File: config.mk
export PLATFORM = sky130hd
export DESIGN_NAME = alu_wb_seq
export DESIGN_NICKNAME = d
export VERILOG_FILES = /design/src/rtl/alu_pkg.sv /design/src/rtl/alu_mul_seq.sv /design/src/rtl/alu_wb_seq.sv
export SDC_FILE = /design/constraint.sdc
export NUM_CORES = 1
export LEC_CHECK = 0
export CORE_UTILIZATION = 35
export DETAILED_ROUTE_END_ITERATION = 8
export GPL_TIMING_DRIVEN = 1
export PLACE_DENSITY = 0.55
export SYNTH_ARGS = -nofsm -noshare
export SYNTH_HDL_FRONTEND = slang
export SYNTH_SLANG_ARGS = --single-unit
File: constraint.sdc
create_clock -name i_clk -period 9.64 [get_ports i_clk]
set_clock_uncertainty 0.2 [all_clocks]
set_input_delay 1.928 -clock i_clk [delete_from_list [all_inputs] [get_ports i_clk]]
set_output_delay 1.928 -clock i_clk [all_outputs]
set_load 0.005 [all_outputs]
File: src/rtl/alu_pkg.sv
`default_nettype none
// ============================================================================
// Module   : alu_pkg
// Purpose  : Address map, flag bit positions and decoded-op enum shared by
//            the wishbone ALU slave and its multiplier.
// Revision : 1.0
// ============================================================================
package alu_pkg;

   localparam logic [7:0] ADDR_A    = 8'h00;
   localparam logic [7:0] ADDR_B    = 8'h01;
   localparam logic [7:0] ADDR_F    = 8'h02;
   localparam logic [7:0] ADDR_ADD  = 8'h80;
   localparam logic [7:0] ADDR_ADC  = 8'h81;
   localparam logic [7:0] ADDR_SUB  = 8'h82;
   localparam logic [7:0] ADDR_SBC  = 8'h83;
   localparam logic [7:0] ADDR_AND  = 8'h84;
   localparam logic [7:0] ADDR_OR   = 8'h85;
   localparam logic [7:0] ADDR_XOR  = 8'h86;
   localparam logic [7:0] ADDR_ASL  = 8'h87;
   localparam logic [7:0] ADDR_LSR  = 8'h88;
   localparam logic [7:0] ADDR_ROL  = 8'h89;
   localparam logic [7:0] ADDR_ROR  = 8'h8A;
   localparam logic [7:0] ADDR_MUL  = 8'h8B;
   localparam logic [7:0] ADDR_MULH = 8'h8C;

   localparam int FLAG_N = 3;
   localparam int FLAG_V = 2;
   localparam int FLAG_Z = 1;
   localparam int FLAG_C = 0;

   typedef enum logic [4:0] {
      OP_RD_A, OP_RD_B, OP_RD_F,
      OP_ADD, OP_ADC, OP_SUB, OP_SBC,
      OP_AND, OP_OR, OP_XOR,
      OP_ASL, OP_LSR, OP_ROL, OP_ROR,
      OP_MUL, OP_MULH, OP_NONE
   } op_e;

endpackage
`default_nettype wire

File: src/rtl/alu_mul_seq.sv
`default_nettype none
// ============================================================================
// Module   : alu_mul_seq
// Purpose  : WIDTH-cycle shift-add unsigned multiplier, one bit per clock.
// Revision : 1.0
// ============================================================================
module alu_mul_seq #(
   parameter int WIDTH = 8
) (
   input  logic                 i_clk,
   input  logic                 reset_n,
   input  logic                 i_start,
   input  logic [WIDTH-1:0]     i_a,
   input  logic [WIDTH-1:0]     i_b,
   output logic                 o_busy,
   output logic                 o_done,
   output logic [2*WIDTH-1:0]   o_product
);

   localparam int                c_cnt_w = $clog2(WIDTH);
   localparam logic [c_cnt_w-1:0] c_last = c_cnt_w'(WIDTH - 1);

   localparam logic [0:0] S_IDLE = 1'b0;
   localparam logic [0:0] S_RUN  = 1'b1;

   logic [0:0]         r_state;
   logic [0:0]         w_state_next;
   logic [c_cnt_w-1:0] r_cnt;
   logic [WIDTH-1:0]   r_mcand;
   logic [WIDTH-1:0]   r_hi;
   logic [WIDTH-1:0]   r_lo;
   logic [WIDTH:0]     w_sum;

   always_ff @(posedge i_clk or negedge reset_n) begin
      if (!reset_n) r_state <= S_IDLE;
      else          r_state <= w_state_next;
   end

   always_comb begin
      w_state_next = r_state;
      case (r_state)
         S_IDLE:  if (i_start) w_state_next = S_RUN;
         S_RUN:   if (r_cnt == c_last) w_state_next = S_IDLE;
         default: w_state_next = S_IDLE;
      endcase
   end

   always_comb begin
      o_busy = (r_state == S_RUN);
      o_done = (r_state == S_RUN) && (r_cnt == c_last);
   end

   // {r_hi, r_lo} is the running product; multiplier bits shift out of r_lo
   assign w_sum     = {1'b0, r_hi} + (r_lo[0] ? {1'b0, r_mcand} : {(WIDTH+1){1'b0}});
   assign o_product = {w_sum, r_lo[WIDTH-1:1]};

   always_ff @(posedge i_clk or negedge reset_n) begin
      if (!reset_n) begin
         r_cnt   <= '0;
         r_mcand <= '0;
         r_hi    <= '0;
         r_lo    <= '0;
      end else if (r_state == S_IDLE) begin
         if (i_start) begin
            r_cnt   <= '0;
            r_mcand <= i_a;
            r_hi    <= '0;
            r_lo    <= i_b;
         end
      end else begin
         r_hi  <= w_sum[WIDTH:1];
         r_lo  <= {w_sum[0], r_lo[WIDTH-1:1]};
         r_cnt <= r_cnt + c_cnt_w'(1);
      end
   end

endmodule
`default_nettype wire

File: src/rtl/alu_wb_seq.sv
`default_nettype none
// ============================================================================
// Module   : alu_wb_seq
// Purpose  : Pipelined-wishbone arithmetic slave with 6502-style flags and a
//            stalling multi-cycle multiply.
// Revision : 1.0
// ============================================================================
module alu_wb_seq
   import alu_pkg::*;
#(
   parameter int WIDTH  = 8,
   parameter int ADDR_W = 8,
   parameter int MUL_EN = 1
) (
   input  logic              i_clk,
   input  logic              reset_n,
   input  logic              i_wb_stb,
   input  logic              i_wb_we,
   input  logic [ADDR_W-1:0] i_wb_addr,
   input  logic [WIDTH-1:0]  i_wb_data,
   output logic              o_wb_ack,
   output logic              o_wb_stall,
   output logic [WIDTH-1:0]  o_wb_data
);

   localparam int c_msb = WIDTH - 1;

   logic [WIDTH-1:0]   r_a, r_b, r_data, r_p_hi;
   logic [3:0]         r_f;
   logic               r_ack;
   logic               w_busy, w_done, w_accept, w_mul_start, w_upd_nz;
   logic [2*WIDTH-1:0] w_prod;
   op_e                w_op;
   logic [WIDTH-1:0]   w_res, w_op2;
   logic [WIDTH:0]     w_sum;
   logic               w_cin;
   logic [3:0]         w_f_next;

   always_comb begin
      w_op = OP_NONE;
      case (i_wb_addr)
         ADDR_W'(ADDR_A):    w_op = OP_RD_A;
         ADDR_W'(ADDR_B):    w_op = OP_RD_B;
         ADDR_W'(ADDR_F):    w_op = OP_RD_F;
         ADDR_W'(ADDR_ADD):  w_op = OP_ADD;
         ADDR_W'(ADDR_ADC):  w_op = OP_ADC;
         ADDR_W'(ADDR_SUB):  w_op = OP_SUB;
         ADDR_W'(ADDR_SBC):  w_op = OP_SBC;
         ADDR_W'(ADDR_AND):  w_op = OP_AND;
         ADDR_W'(ADDR_OR):   w_op = OP_OR;
         ADDR_W'(ADDR_XOR):  w_op = OP_XOR;
         ADDR_W'(ADDR_ASL):  w_op = OP_ASL;
         ADDR_W'(ADDR_LSR):  w_op = OP_LSR;
         ADDR_W'(ADDR_ROL):  w_op = OP_ROL;
         ADDR_W'(ADDR_ROR):  w_op = OP_ROR;
         ADDR_W'(ADDR_MUL):  w_op = (MUL_EN != 0) ? OP_MUL  : OP_NONE;
         ADDR_W'(ADDR_MULH): w_op = (MUL_EN != 0) ? OP_MULH : OP_NONE;
         default:            w_op = OP_NONE;
      endcase
   end

   // Subtraction is A + ~B + carry-in, so C=1 means no borrow
   always_comb begin
      w_op2 = (w_op == OP_SUB || w_op == OP_SBC) ? ~r_b : r_b;
      w_cin = 1'b0;
      if (w_op == OP_SUB)                        w_cin = 1'b1;
      else if (w_op == OP_ADC || w_op == OP_SBC) w_cin = r_f[FLAG_C];
   end

   assign w_sum = {1'b0, r_a} + {1'b0, w_op2} + {{WIDTH{1'b0}}, w_cin};

   always_comb begin
      w_res    = '0;
      w_f_next = r_f;
      w_upd_nz = 1'b1;
      case (w_op)
         OP_RD_A: begin w_res = r_a;           w_upd_nz = 1'b0; end
         OP_RD_B: begin w_res = r_b;           w_upd_nz = 1'b0; end
         OP_RD_F: begin w_res = WIDTH'(r_f);   w_upd_nz = 1'b0; end
         OP_ADD, OP_ADC, OP_SUB, OP_SBC: begin
            w_res            = w_sum[c_msb:0];
            w_f_next[FLAG_C] = w_sum[WIDTH];
            w_f_next[FLAG_V] = (r_a[c_msb] == w_op2[c_msb]) && (w_sum[c_msb] != r_a[c_msb]);
         end
         OP_AND:  w_res = r_a & r_b;
         OP_OR:   w_res = r_a | r_b;
         OP_XOR:  w_res = r_a ^ r_b;
         OP_ASL:  begin w_res = {r_a[c_msb-1:0], 1'b0};       w_f_next[FLAG_C] = r_a[c_msb]; end
         OP_LSR:  begin w_res = {1'b0, r_a[c_msb:1]};         w_f_next[FLAG_C] = r_a[0];     end
         OP_ROL:  begin w_res = {r_a[c_msb-1:0], r_f[FLAG_C]}; w_f_next[FLAG_C] = r_a[c_msb]; end
         OP_ROR:  begin w_res = {r_f[FLAG_C], r_a[c_msb:1]};   w_f_next[FLAG_C] = r_a[0];     end
         OP_MULH: begin w_res = r_p_hi;        w_upd_nz = 1'b0; end
         default: begin w_res = '0;            w_upd_nz = 1'b0; end
      endcase
      if (w_upd_nz) begin
         w_f_next[FLAG_N] = w_res[c_msb];
         w_f_next[FLAG_Z] = (w_res == '0);
      end
   end

   assign w_accept    = i_wb_stb && !w_busy;
   assign w_mul_start = w_accept && !i_wb_we && (w_op == OP_MUL);

   generate
      if (MUL_EN != 0) begin : g_mul
         alu_mul_seq #(.WIDTH(WIDTH)) u_mul (
            .i_clk     (i_clk),
            .reset_n   (reset_n),
            .i_start   (w_mul_start),
            .i_a       (r_a),
            .i_b       (r_b),
            .o_busy    (w_busy),
            .o_done    (w_done),
            .o_product (w_prod)
         );
      end else begin : g_no_mul
         assign w_busy = 1'b0;
         assign w_done = 1'b0;
         assign w_prod = '0;
      end
   endgenerate

   // Stall masks acceptance, so a multiply completion never collides with a request
   always_ff @(posedge i_clk or negedge reset_n) begin
      if (!reset_n) begin
         r_a    <= '0;
         r_b    <= '0;
         r_f    <= '0;
         r_p_hi <= '0;
         r_data <= '0;
         r_ack  <= 1'b0;
      end else begin
         r_ack <= 1'b0;
         if (w_done) begin
            r_ack         <= 1'b1;
            r_data        <= w_prod[c_msb:0];
            r_p_hi        <= w_prod[2*WIDTH-1:WIDTH];
            r_f[FLAG_Z]   <= (w_prod == '0);
            r_f[FLAG_N]   <= w_prod[2*WIDTH-1];
         end else if (w_accept) begin
            if (i_wb_we) begin
               r_ack <= 1'b1;
               case (i_wb_addr)
                  ADDR_W'(ADDR_A): r_a <= i_wb_data;
                  ADDR_W'(ADDR_B): r_b <= i_wb_data;
                  ADDR_W'(ADDR_F): r_f <= i_wb_data[3:0];
                  default: ;
               endcase
            end else if (w_op != OP_MUL) begin
               r_ack  <= 1'b1;
               r_data <= w_res;
               r_f    <= w_f_next;
            end
         end
      end
   end

   assign o_wb_ack   = r_ack;
   assign o_wb_stall = w_busy;
   assign o_wb_data  = r_data;

endmodule
`default_nettype wire
==> impl_metrics.json <==
{
  "outcome": "finished, final reports clean",
  "syn_area_um2": 4660,
  "cp_slowest_stage_delay_ps": 800,
  "cp.required_ps": 9710,
  "post_cts_buffers": 0,
  "fin_util": 0.420,
  "r2r_start": "r_b[0]$_DFFE_PN0P_",
  "max_cap_viol_count": 0,
  "clock_sinks": 65,
  "async_reset_ff_frac": 1.00,
  "setup_viol": 0,
  "syn_to_final_growth_pct": 15.1,
  "worstSkewPairLatency_ps": 350,
  "path_max_fanout": 21,
  "synth_cells": 537,
  "hold_class": "flop to flop",
  "yosysUniqueCellTypes": 63,
  "die_h_um": 117,
  "period_needed_ps": 6540,
  "dieArea_um2": 13800,
  "die_w_um": 117,
  "worst_slew_pin_slew_ps": 866,
  "critPathTopFamily": "simple AND/OR/NAND/NOR gates",
  "avgViaCountPerCell": 5.65,
  "rsz0062_at_grt": "no",
  "cts_max_path_buffers": 2,
  "cts_hold_buf": 0,
  "ios": 30,
  "synth.ff_latch_count": 65,
  "n_antenna_cell": 0,
  "path_cells": "clkdlybuf4s50_1 -> nor2_1 -> nand4_1 -> xnor2_1 -> fa_1 -> inv_1 -> fa_1 -> a211oi_1 -> o21ai_0 -> a21o_1 -> a31o_1 -> or4_1 -> or4_1 -> a31oi_1",
  "hold_start": "g_mul.u_mul.r_mcand[4]$_DFFE_PN0P_",
  "dp_hpwl_um": 10700,
  "p_leak_nw": 2.34,
  "grt_pass1_vias": 4010,
  "seq_area_frac_synth": 0.349,
  "period_share": 0.678,
  "postCtsResizedCells": 0,
  "start_kind": "primary input",
  "r2r_cells": 12,
  "yosysWarnings": 0,
  "root_buffer": "clkbuf_16",
  "grt_pass1_wl_um": 23400,
  "num_rows": 41,
  "critPathCaptureType": "flop",
  "firstDrtPassIters": 5,
  "htreeDepth": 3,
  "r2r_end": "r_f[1]$_DFFE_PN0P_",
  "ir_worst_vdd_mv": 0.0860,
  "gp_congestion": 0.929,
  "portBuffers": 29,
  "critical_path_class": "primary input to flop",
  "clkTransAtPathRegs_ps": 60,
  "drt_iter0_markers": 509,
  "rrSetupSlack_ps": 5860,
  "ys.flop_type": "dfrtp_1",
  "nets": 614,
  "grt_overflow": 0,
  "crit_slowest_cell": "clkdlybuf4s50_1",
  "powerDensity_nw_per_um2": 165,
  "tns_ps": 0,
  "wl_per_cell_um": 20.3,
  "drive_gt1_frac": 0.0728,
  "synth_edf_count": 0,
  "cts_tree": "built",
  "core_area_um2": 12800,
  "drcViolationCount": 0,
  "crit_buf_inv": 2,
  "slew_viol_final": 0,
  "grt_max_degree": 66,
  "cts_buffers": 9,
  "slew_headroom": 0.418,
  "whs_path_depth": 2,
  "start_util": 0.364,
  "groute.usage.overall": 0.225,
  "finalHoldViolCount": 0,
  "arrival_ps": 6610,
  "antenna_found_initial": 0,
  "synth.net_count": 593,
  "drtAntennaViolNets": 0,
  "holdPathEnd": "g_mul.u_mul.r_mcand[4]$_DFFE_PN0P_",
  "timing.fmax_ghz": 0.153,
  "wl_um": 14900,
  "vias": 4152,
  "syn_area_per_cell_um2": 8.67
}
## how the worst max path moves through the flow
stage               depth (start not counted)  slack [ps]          from            endpoint
finish                                     14        3100  i_wb_addr[2]  r_f[1]$_DFFE_PN0P_
global route                               14        2780  i_wb_addr[2]  r_f[1]$_DFFE_PN0P_
floorplan                                  15        3930  i_wb_addr[2]  r_f[1]$_DFFE_PN0P_
detailed placement                         14        2830  i_wb_addr[2]  r_f[1]$_DFFE_PN0P_
global placement                           14        3000  i_wb_addr[2]  r_f[1]$_DFFE_PN0P_
CTS                                        14        3200  i_wb_addr[2]  r_f[1]$_DFFE_PN0P_
## cells by family (layout without fill, tap and decap cells)
family                     count (synthesis)  count (layout)  synth area share
muxes                                     26              26            0.0589
buffers and inverters                     51              77            0.0473
xor gates and xnor gates                  17              17            0.0320
DFF                                       65              65             0.349
AOI/OAI and AO/OA                        133             133             0.188
adders and majority gates                 36              36             0.102
and+or+nand+nor                          209             209             0.223
## state kept, by name, indices dropped and copies added (netlist names)
| signal | cells |
|---|---|
| g_mul.u_mul.r_mcand | 8 |
| g_mul.u_mul.o_busy | 1 |
| r_b | 8 |
| g_mul.u_mul.r_lo | 8 |
| o_wb_data | 8 |
| o_wb_ack | 1 |
| r_f | 4 |
| g_mul.u_mul.r_cnt | 3 |
| r_p_hi | 8 |
| r_a | 8 |
| g_mul.u_mul.r_hi | 8 |
## stage by stage
step           total power [W]  cells  instance area, µm²  setup slack [ps]  hold slack, ps
5_1_grt               0.000928    735                5360              2780             301
3_3_place_gp          0.000563    719                5080              3000             259
6_report              0.000882    735                5360              3100             274
2_1_floorplan         0.000492    537                4660              3930             238
3_5_place_dp          0.000569    719                5080              2830             265
4_1_cts               0.000888    735                5360              3200             277
## power breakdown
group / switching [W] / leakage (nW) / total, W / internal (W)
clock network: 0.000127 / 0.133 / 0.000315 / 0.000188
registers: 0.0000523 / 0.786 / 0.000371 / 0.000318
logic: 0.000113 / 1.42 / 0.000196 / 0.0000837
## cell usage after synthesis (3+ instances only)
cell / instances / area, µm²
nand3b_1: 7 / 52.6
buf_2: 11 / 55.1
or3_1: 4 / 25.0
inv_1: 25 / 93.8
fa_1: 3 / 60.1
xor2_1: 6 / 52.6
a221o_1: 4 / 40.0
nor3b_1: 3 / 22.5
nand3_1: 13 / 65.1
nand2_1: 82 / 308
or4_1: 3 / 22.5
a21o_1: 5 / 37.5
mux2_2: 11 / 124
o211ai_1: 4 / 30.0
nand2b_1: 11 / 68.8
clkbuf_1: 11 / 41.3
and3_1: 4 / 25.0
o21ai_0: 55 / 275
ha_1: 33 / 413
a21oi_1: 14 / 70.1
a211oi_1: 3 / 22.5
nor4_1: 6 / 37.5
a31oi_1: 3 / 18.8
a22oi_1: 11 / 82.6
dfrtp_1: 65 / 1630
and2_1: 17 / 106
nor2_1: 29 / 109
nor2b_1: 5 / 31.3
nor3_1: 14 / 70.1
mux2i_1: 15 / 150
a2111oi_0: 4 / 35.0
xnor2_1: 11 / 96.3
## layer usage
metal  track usage  vias up  part of all wire
li1              -     1961                 -
met1         0.300     2020              0.45
met2         0.347      140              0.45
met3        0.0443       31             0.059
met4         0.106        0             0.036
met5             0        -                 0
## worst register-to-register path: stages (launching register included)
cell and delay (ps):
dfrtp_1 530, inv_1 160, xnor2_1 270, fa_1 270, inv_1 80, fa_1 450, a211oi_1 230, o21ai_0 140
a21o_1 180, a31o_1 230, or4_1 390, or4_1 400, a31oi_1 170
## placed cells by master, fill, tap and decap left out, types with 3 or more instances in the layout
master | Yosys | routed
a211oi_1 | 3 | 3
clkbuf_1 | 11 | 3
o211ai_1 | 4 | 4
and2_1 | 17 | 17
or4_1 | 3 | 3
o21ai_0 | 55 | 55
a22oi_1 | 11 | 11
clkbuf_16 | 0 | 9
a2111oi_0 | 4 | 4
nand2_1 | 82 | 82
a21oi_1 | 14 | 14
a221o_1 | 4 | 4
clkdlybuf4s50_1 | 0 | 28
inv_1 | 25 | 25
nor3_1 | 14 | 14
buf_4 | 2 | 7
nor4_1 | 6 | 6
a31oi_1 | 3 | 3
nand3b_1 | 7 | 7
a21o_1 | 5 | 5
and3_1 | 4 | 4
xor2_1 | 6 | 6
nor3b_1 | 3 | 3
ha_1 | 33 | 33
nand2b_1 | 11 | 11
mux2_2 | 11 | 11
nor2_1 | 29 | 29
xnor2_1 | 11 | 11
nand3_1 | 13 | 13
mux2i_1 | 15 | 15
or3_1 | 4 | 4
dfrtp_1 | 65 | 65
nor2b_1 | 5 | 5
fa_1 | 3 | 3
## final cells by class
type	count	area [µm²]
flip-flops and latches	65	1630
repair buffers	36	338
clock inverters	2	12.5
well taps	172	215
multi-input cells	421	2810
clock buffers	14	264
inverters	25	93.8
fillers	1278	7410
No activity file was read; power rests on OpenSTA's default activity.
